`config.mk`:
```
export PLATFORM = sky130hd
export DESIGN_NAME = logic_unit_mc
export DESIGN_NICKNAME = d
export VERILOG_FILES = /design/src/rtl/logic_unit_mc.sv
export SDC_FILE = /design/constraint.sdc
export NUM_CORES = 1
export LEC_CHECK = 0
export ABC_CLOCK_PERIOD_IN_PS = 7900
export BUFFER_PORTS_ARGS = -buffer_cell sky130_fd_sc_hd__buf_2
export CAP_MARGIN = 15
export CORE_MARGIN = 1.5
export CORE_UTILIZATION = 56
export DETAILED_ROUTE_END_ITERATION = 10
export PLACE_DENSITY = 0.81
export SLEW_MARGIN = 20
export SYNTH_ARGS = -nofsm -noshare
export SYNTH_HDL_FRONTEND = slang
export SYNTH_SLANG_ARGS = --single-unit
```
`constraint.sdc`:
```
create_clock -name clock -period 7.9 [get_ports clock]
set_input_delay 1.185 -clock clock [delete_from_list [all_inputs] [get_ports clock]]
set_output_delay 1.185 -clock clock [all_outputs]
set_load 0.1 [all_outputs]
```
`src/rtl/logic_unit_mc.sv`:
```
`default_nettype none
// ============================================================================
//  Module   : logic_unit_mc
//  Purpose  : Multicycle bitwise logic unit. Applies one of eight bitwise ops
//             to two WIDTH-bit operands, CHUNK bits per clock (LSB chunk
//             first), and accumulates a popcount and result-zero flag.
//  Ports    : clock, reset (async, active-high)
//             in_valid / in_ready          - request handshake
//             op, data_a, data_b           - opcode and operands
//             out_valid / out_ready        - result handshake
//             result, result_zero, popcount- outputs (valid with out_valid)
//             busy                         - operation in flight
//  Revision : 1.0 - initial release
// ============================================================================
module logic_unit_mc #(
    parameter  int WIDTH = 32,
    parameter  int CHUNK = 8,
    localparam int PCW   = $clog2(WIDTH + 1)
) (
    input  logic             clock,
    input  logic             reset,
    input  logic             in_valid,
    output logic             in_ready,
    input  logic [2:0]       op,
    input  logic [WIDTH-1:0] data_a,
    input  logic [WIDTH-1:0] data_b,
    output logic             out_valid,
    input  logic             out_ready,
    output logic [WIDTH-1:0] result,
    output logic             result_zero,
    output logic [PCW-1:0]   popcount,
    output logic             busy
);

    localparam int N  = WIDTH / CHUNK;
    localparam int CW = (N > 1) ? $clog2(N) : 1;
    localparam logic [CW-1:0] C_LAST = CW'(N - 1);

    generate
        if ((WIDTH % CHUNK) != 0) begin : g_bad_chunk
            $error("logic_unit_mc: WIDTH must be a multiple of CHUNK");
        end
    endgenerate

    typedef enum logic [1:0] {
        S_IDLE = 2'd0,
        S_BUSY = 2'd1,
        S_DONE = 2'd2
    } state_t;

    state_t             r_state;
    logic [2:0]         r_op;
    logic [WIDTH-1:0]   r_a;
    logic [WIDTH-1:0]   r_b;
    logic [CW-1:0]      r_cnt;
    logic [WIDTH-1:0]   r_result;
    logic [PCW-1:0]     r_popcount;
    logic               r_result_zero;
    logic               r_out_valid;
    logic               r_busy;

    int                 w_base;
    logic [CHUNK-1:0]   w_ca;
    logic [CHUNK-1:0]   w_cb;
    logic [CHUNK-1:0]   w_cres;
    logic [PCW-1:0]     w_pc_next;

    function automatic logic [PCW-1:0] count_ones(input logic [CHUNK-1:0] v);
        logic [PCW-1:0] c;
        c = '0;
        for (int i = 0; i < CHUNK; i++) begin
            c = c + PCW'(v[i]);
        end
        return c;
    endfunction

    // Operand slice selected by the chunk counter.
    assign w_base = int'(r_cnt) * CHUNK;
    assign w_ca   = r_a[w_base +: CHUNK];
    assign w_cb   = r_b[w_base +: CHUNK];

    always_comb begin
        w_cres = '0;
        case (r_op)
            3'b000:  w_cres = w_ca & w_cb;
            3'b001:  w_cres = w_ca | w_cb;
            3'b010:  w_cres = w_ca ^ w_cb;
            3'b011:  w_cres = ~(w_ca | w_cb);
            3'b100:  w_cres = w_ca & ~w_cb;
            3'b101:  w_cres = ~(w_ca & w_cb);
            3'b110:  w_cres = ~(w_ca ^ w_cb);
            default: w_cres = w_ca;
        endcase
    end

    // Cannot overflow: total never exceeds WIDTH, which fits in PCW bits.
    assign w_pc_next = r_popcount + count_ones(w_cres);

    always_ff @(posedge clock or posedge reset) begin
        if (reset) begin
            r_state       <= S_IDLE;
            r_op          <= '0;
            r_a           <= '0;
            r_b           <= '0;
            r_cnt         <= '0;
            r_result      <= '0;
            r_popcount    <= '0;
            r_result_zero <= 1'b0;
            r_out_valid   <= 1'b0;
            r_busy        <= 1'b0;
        end else begin
            case (r_state)
                S_IDLE: begin
                    if (in_valid) begin
                        r_op          <= op;
                        r_a           <= data_a;
                        r_b           <= data_b;
                        r_cnt         <= '0;
                        r_result      <= '0;
                        r_popcount    <= '0;
                        r_result_zero <= 1'b1;
                        r_busy        <= 1'b1;
                        r_state       <= S_BUSY;
                    end
                end
                S_BUSY: begin
                    r_result[w_base +: CHUNK] <= w_cres;
                    r_popcount    <= w_pc_next;
                    r_result_zero <= (w_pc_next == '0);
                    if (r_cnt == C_LAST) begin
                        r_out_valid <= 1'b1;
                        r_state     <= S_DONE;
                    end else begin
                        r_cnt <= r_cnt + 1'b1;
                    end
                end
                S_DONE: begin
                    // Result is held; no new op is taken on the release edge.
                    if (out_ready) begin
                        r_out_valid <= 1'b0;
                        r_busy      <= 1'b0;
                        r_state     <= S_IDLE;
                    end
                end
                default: begin
                    r_state <= S_IDLE;
                end
            endcase
        end
    end

    // Gated by reset so the unit reports not-ready while held in reset and
    // ready as soon as reset is released.
    assign in_ready    = (r_state == S_IDLE) && !reset;
    assign out_valid   = r_out_valid;
    assign busy        = r_busy;
    assign result      = r_result;
    assign popcount    = r_popcount;
    assign result_zero = r_result_zero;

endmodule
`default_nettype wire

```
; ---- After elaboration in Yosys (flattened, before gate mapping)
; Cells that the tools add are included.
[word_totals]
reg_bits = 112
output_inout_bits = 42
wordCells = 78
in_bits = 71
[op_classes]
mux = 19
addsub = 10
shift = 4
reduce_logical = 14
n_bitwise = 8
n_eq_ne = 13
[op_table]
columns = op, count
row1 = $pmux W32 S2, 1
row2 = $shiftx A32 B6 Y8, 2
row3 = $pmux W8 S7, 1
row4 = $neg A5 Y33, 1
row5 = $shift A8 B33 Y32 const A, 1
row6 = $shiftx A8 B33 Y32, 1
row7 = $bwmux W32, 1
row8 = $mux W32, 1
row9 = $not A8 Y8, 4
row10 = $and A8 B8 Y8, 2
row11 = $add A6 B1 Y6, 2
row12 = $pmux W6 S2, 1
row13 = $reduce_and A3 Y1, 4
row14 = $mux W2, 5
row15 = $eq A3 B3 Y1 const B, 3
row16 = $ne A2 B2 Y1 const B, 4
row17 = $or A8 B8 Y8, 1
row18 = $xor A8 B8 Y8, 1
row19 = $add A5 B1 Y6, 1
row20 = $add A6 B6 Y6, 1
row21 = $eq A3 B2 Y1 const B, 2
row22 = $logic_not A6 Y1, 1
row23 = $mux W6, 1
row24 = $pmux W1 S2, 3
row25 = other kinds (17), 23

; ---- Logic depth before layout (Yosys ltp)
[depth]
depth_word = 14
mapped_depth = 22
mapped_depth_nobuf = 21

; ---- Worst setup path after synthesis
; Ideal clock, no wire load.
[synth_path]
kind = flip-flop to flip-flop
from = register r_cnt[0]
to = register r_result_zero, in the netlist result_zero
t_required_ns = 7.774
slack_ns = 2.322
stages_incl_launch_ff = 21
arrival_ns = 5.452
path_cell_list = dfrtp_1 > buf_6 > buf_2 > mux4_2 > inv_1 > ha_1 > or4b_2 > a31oi_1 > inv_1 > fa_1 > inv_1 > fa_1 > inv_1 > fa_1 > fa_1 > fa_1 > nand2b_1 > o2bb2ai_1 > xor2_1 > a41oi_1 > nor3_1
[synth_via]
elab_chain_len = 14
elab_cells_between_ends = 21
[synth_lines]
columns = element, line_no
row1 = from (decl), 55  ; logic [CW-1:0] r_cnt;
row2 = from (signal assigned), 134  ; r_cnt <= r_cnt + 1'b1;
row3 = "$shiftx A32 B6 Y8, on equally long branches", "79, 80"
row4 = $xor A8 B8 Y8 (tied with other cells), "87, 91"
row5 = $not A8 Y8 (tied with other cells), 91  ; 3'b110: w_cres = ~(w_ca ^ w_cb);
row6 = $pmux W8 S7 *, 84  ; case (r_op)
row7 = $add A1 B1 Y2, 72  ; c = c + PCW'(v[i]);
row8 = $add A2 B1 Y3, 72
row9 = $add A3 B1 Y4, 72
row10 = $add A4 B1 Y5, 72
row11 = $add A5 B1 Y6, 72
row12 = $add A6 B1 Y6, 72
row13 = $add A6 B1 Y6 *, 72
row14 = $add A6 B6 Y6 *, 97  ; assign w_pc_next = r_popcount + count_ones(w_cres);
row15 = $logic_not A6 Y1 *, 129  ; r_result_zero <= (w_pc_next == '0);
row16 = $pmux W1 S2 *, 112  ; case (r_state)
row17 = to (signal assigned), 129
row18 = to (decl), 58  ; logic r_result_zero;
; Mark *: on every way between the ends. The rest lies on a longest branch, timed or not.
; A chain may end at the register's enable or synchronous reset.

; ---- Worst setup path after layout
; Ends and elaborated chain as after synthesis.

==> run metrics <==
outcome complete, no violations; setup bufs post-CTS 0; Post-Place Setup Slack 1.85 ns; Syn Nets 622; Root Driver clkbuf_8; DRC 0; Die Y-Extent 106 µm; skew final 0.0129 ns; fraction of layout cells with a size suffix above 1 0.350; Post-synth EDFFs 0; critical path buffer and inverter count 4; xor/xnor cell area share of the yosys netlist 0.0133; cts bufs inserted 9; CP most frequent cell fa_1; antenna-violating nets left 0; Cell Area, Synth 5940 µm²; clock sinks 112; post-DP HPWL 9630 µm; Ys Warns 0; count of buffers from port buffering 112; die width 106 µm; WHS 0.482 ns; post_cts resized 0; library cells used by synthesis 41; vias per cell 5.71; achievable clock frequency 163 MHz; synth top area cells dfrtp_1 47%, mux2_2 14%, ha_1 7.2%; Max transition margin 0.377; CTS tree yes; Row Count 37; Async SR Flop Fraction 1.00; compound-cell area share of the yosys netlist 0.0920; FF/Latch Area 2800 µm²; critical path launch point type register; Tightest Pin Transition 0.933 ns; cell family with most CP delay adder cells; synthesis-to-finish area growth 13.5%; vias in the first global route 4460; Post-synth top cells 112 x dfrtp_1, 72 x mux2_2, 54 x nand2_1, 42 x inv_1, 34 x ha_1; leading cell type by number of instances after synthesis dfrtp_1; Final Critical Period 6.12 ns; slowest CP cell dfrtp_1; mux cell area share after synthesis 0.215; initial antenna violation count 0; max_cap viols 0; DR pass1 iterations 5; H-tree levels 3; drt wl/cell 17.1 µm; CP required 8.20 ns; RSZ-0062 raised after global routing no; largest family of logic cells by synthesized area multiplexers; # setup viols final 0; simple-gate share of the synthesized area 0.0724; Hold WC Path Type register to register; ys flop type dfrtp_1; Layout Nets 726; Worst-path clk slew 0.10 ns; DR vias 4317; syn avg cell area 11.6 µm²; period utilisation layout 0.775; Initial Util 0.576; CP Class register to register; antenna cells 0; Filler cells 824; TNS Setup 0 ns; DIE AREA 11200 µm²; first-pass GRT wire length 21500 µm; setup ws final 1.78 ns; post-synth top area share 0.471; endpoints failing hold 0; deepest clock path buffer count 2; hold_buf cts 0; critical path's largest stage delay 0.80 ns; clk_lat worst skew 0.38 ns; Crit path arrival time 6.42 ns; GP Congestion 0.841; Overflow after GRT 0; crit path max fanout 17; drt initial violations 238; area of the multi-input gates 2860 µm²; Tot GR Track Use 0.246; Mapped Cells 512; final WL 13000 µm; Critical Path Sink Type register; Synth area leader dfrtp_1; Synth Register Bits 112; core area 10300 µm²; # IOs 113; Adder-Cell Fraction of Synth Area 0.0884; share of the yosys chip area belonging to registers 0.471; Max Slew Vio Count 0; worst path cell trace buf_4 > mux4_1 > inv_1 > ha_1 > mux2i_1 > a222oi_1 > o22a_1 > fa_1 > inv_1 > fa_1 > inv_1 > fa_1 > fa_1 > fa_1 > nand2b_1 > o2bb2ai_1 > xor2_1 > a41oi_1 > nor3_1; largest net degree at the start of global routing 74
[cell type report]
type | instances | area share
Timing Repair Buffer | 117 | 0.0886
Tap cell | 136 | 0.0252
Sequential cell | 112 | 0.415
Clock buffer | 12 | 0.0200
Multi-Input combinational cell | 334 | 0.424
Clock inverter | 3 | 0.00297
Inverter | 42 | 0.0237
[sequential cells by signal, summed over array words and instances, names as in the netlist]
register     cells
r_a             32
r_b             32
result          32
popcount         6
r_op             3
r_cnt            2
r_state          2
busy             1
out_valid        1
result_zero      1
[per-layer routing]
layer / GRT usage / share of wire
met1: 0.307 / 0.42
met2: 0.426 / 0.50
met3: 0.0356 / 0.051
met4: 0.108 / 0.026
met5: 0 / 0
[worst register-to-register path: cells and delay by family, from the launching register on]
kind	cells	cell delay, ns
XOR/XNOR	1	0.16
AND/OR/NAND/NOR	2	0.40
multiplexers	2	0.75
flip-flops	1	0.80
AO/OA/AOI/OAI	4	0.74
adder cells (fa/ha/maj)	6	2.62
buffers and inverters	4	0.56
[path summary, 6_finish.rpt]
check                                       startpoint                       to  slack, ns  cells after the start
worst max-delay path              r_cnt[0]$_DFFE_PP0P_  result_zero$_DFFE_PP0P_       1.78                     19
worst min-delay path            result[13]$_DFFE_PP0P_   result[13]$_DFFE_PP0P_       0.48                      2
worst max register to register    r_cnt[0]$_DFFE_PP0P_  result_zero$_DFFE_PP0P_       1.78                     19
worst min register to register  result[13]$_DFFE_PP0P_   result[13]$_DFFE_PP0P_       0.48                      2
max in group asynchronous                        reset      r_op[0]$_DFFE_PP0P_       5.78                      3
min in group asynchronous                        reset  popcount[2]$_DFFE_PP0P_       0.84                      2
[cell usage in the layout, fill, tap and decap left out, types with 2 or more instances in the layout]
master	count
o22a_1	4
fa_1	5
xor2_1	5
nand3_1	8
a21o_1	2
a211o_1	2
mux2i_1	12
nor3_1	3
o21ai_0	29
buf_4	5
mux4_2	13
dfrtp_1	112
inv_1	41
buf_2	112
clkbuf_1	3
mux4_1	2
nor2_1	12
a21oi_1	20
nand2_1	54
ha_1	34
mux2_2	72
a41oi_1	2
clkinvlp_4	2
a22o_1	5
clkbuf_8	9
o21ai_1	14
xnor2_1	4
nor2b_1	4
and2_1	3
nand2b_1	6
o22ai_1	5
a222oi_1	4
[cell families after synthesis]
group / count (synthesis)
buffers and inverters: 66
DFF: 112
adders and majority gates: 39
muxes: 99
xor gates and xnor gates: 9
AOI/OAI and AO/OA: 91
and+or+nand+nor: 96
[through the flow]
stage / area (µm²) / util / instances
after CTS: 6750 / 0.654 / 756
after floorplan: 5940 / - / 512
final: 6750 / 0.654 / 756
after detailed placement: 6590 / 0.639 / 741
after global placement: 6590 / 0.639 / 741
after global routing: 6750 / 0.654 / 756
Power is left out: the tool's default activity adds up to more than one toggle a clock period on the data nets, which glitch-free logic cannot reach.
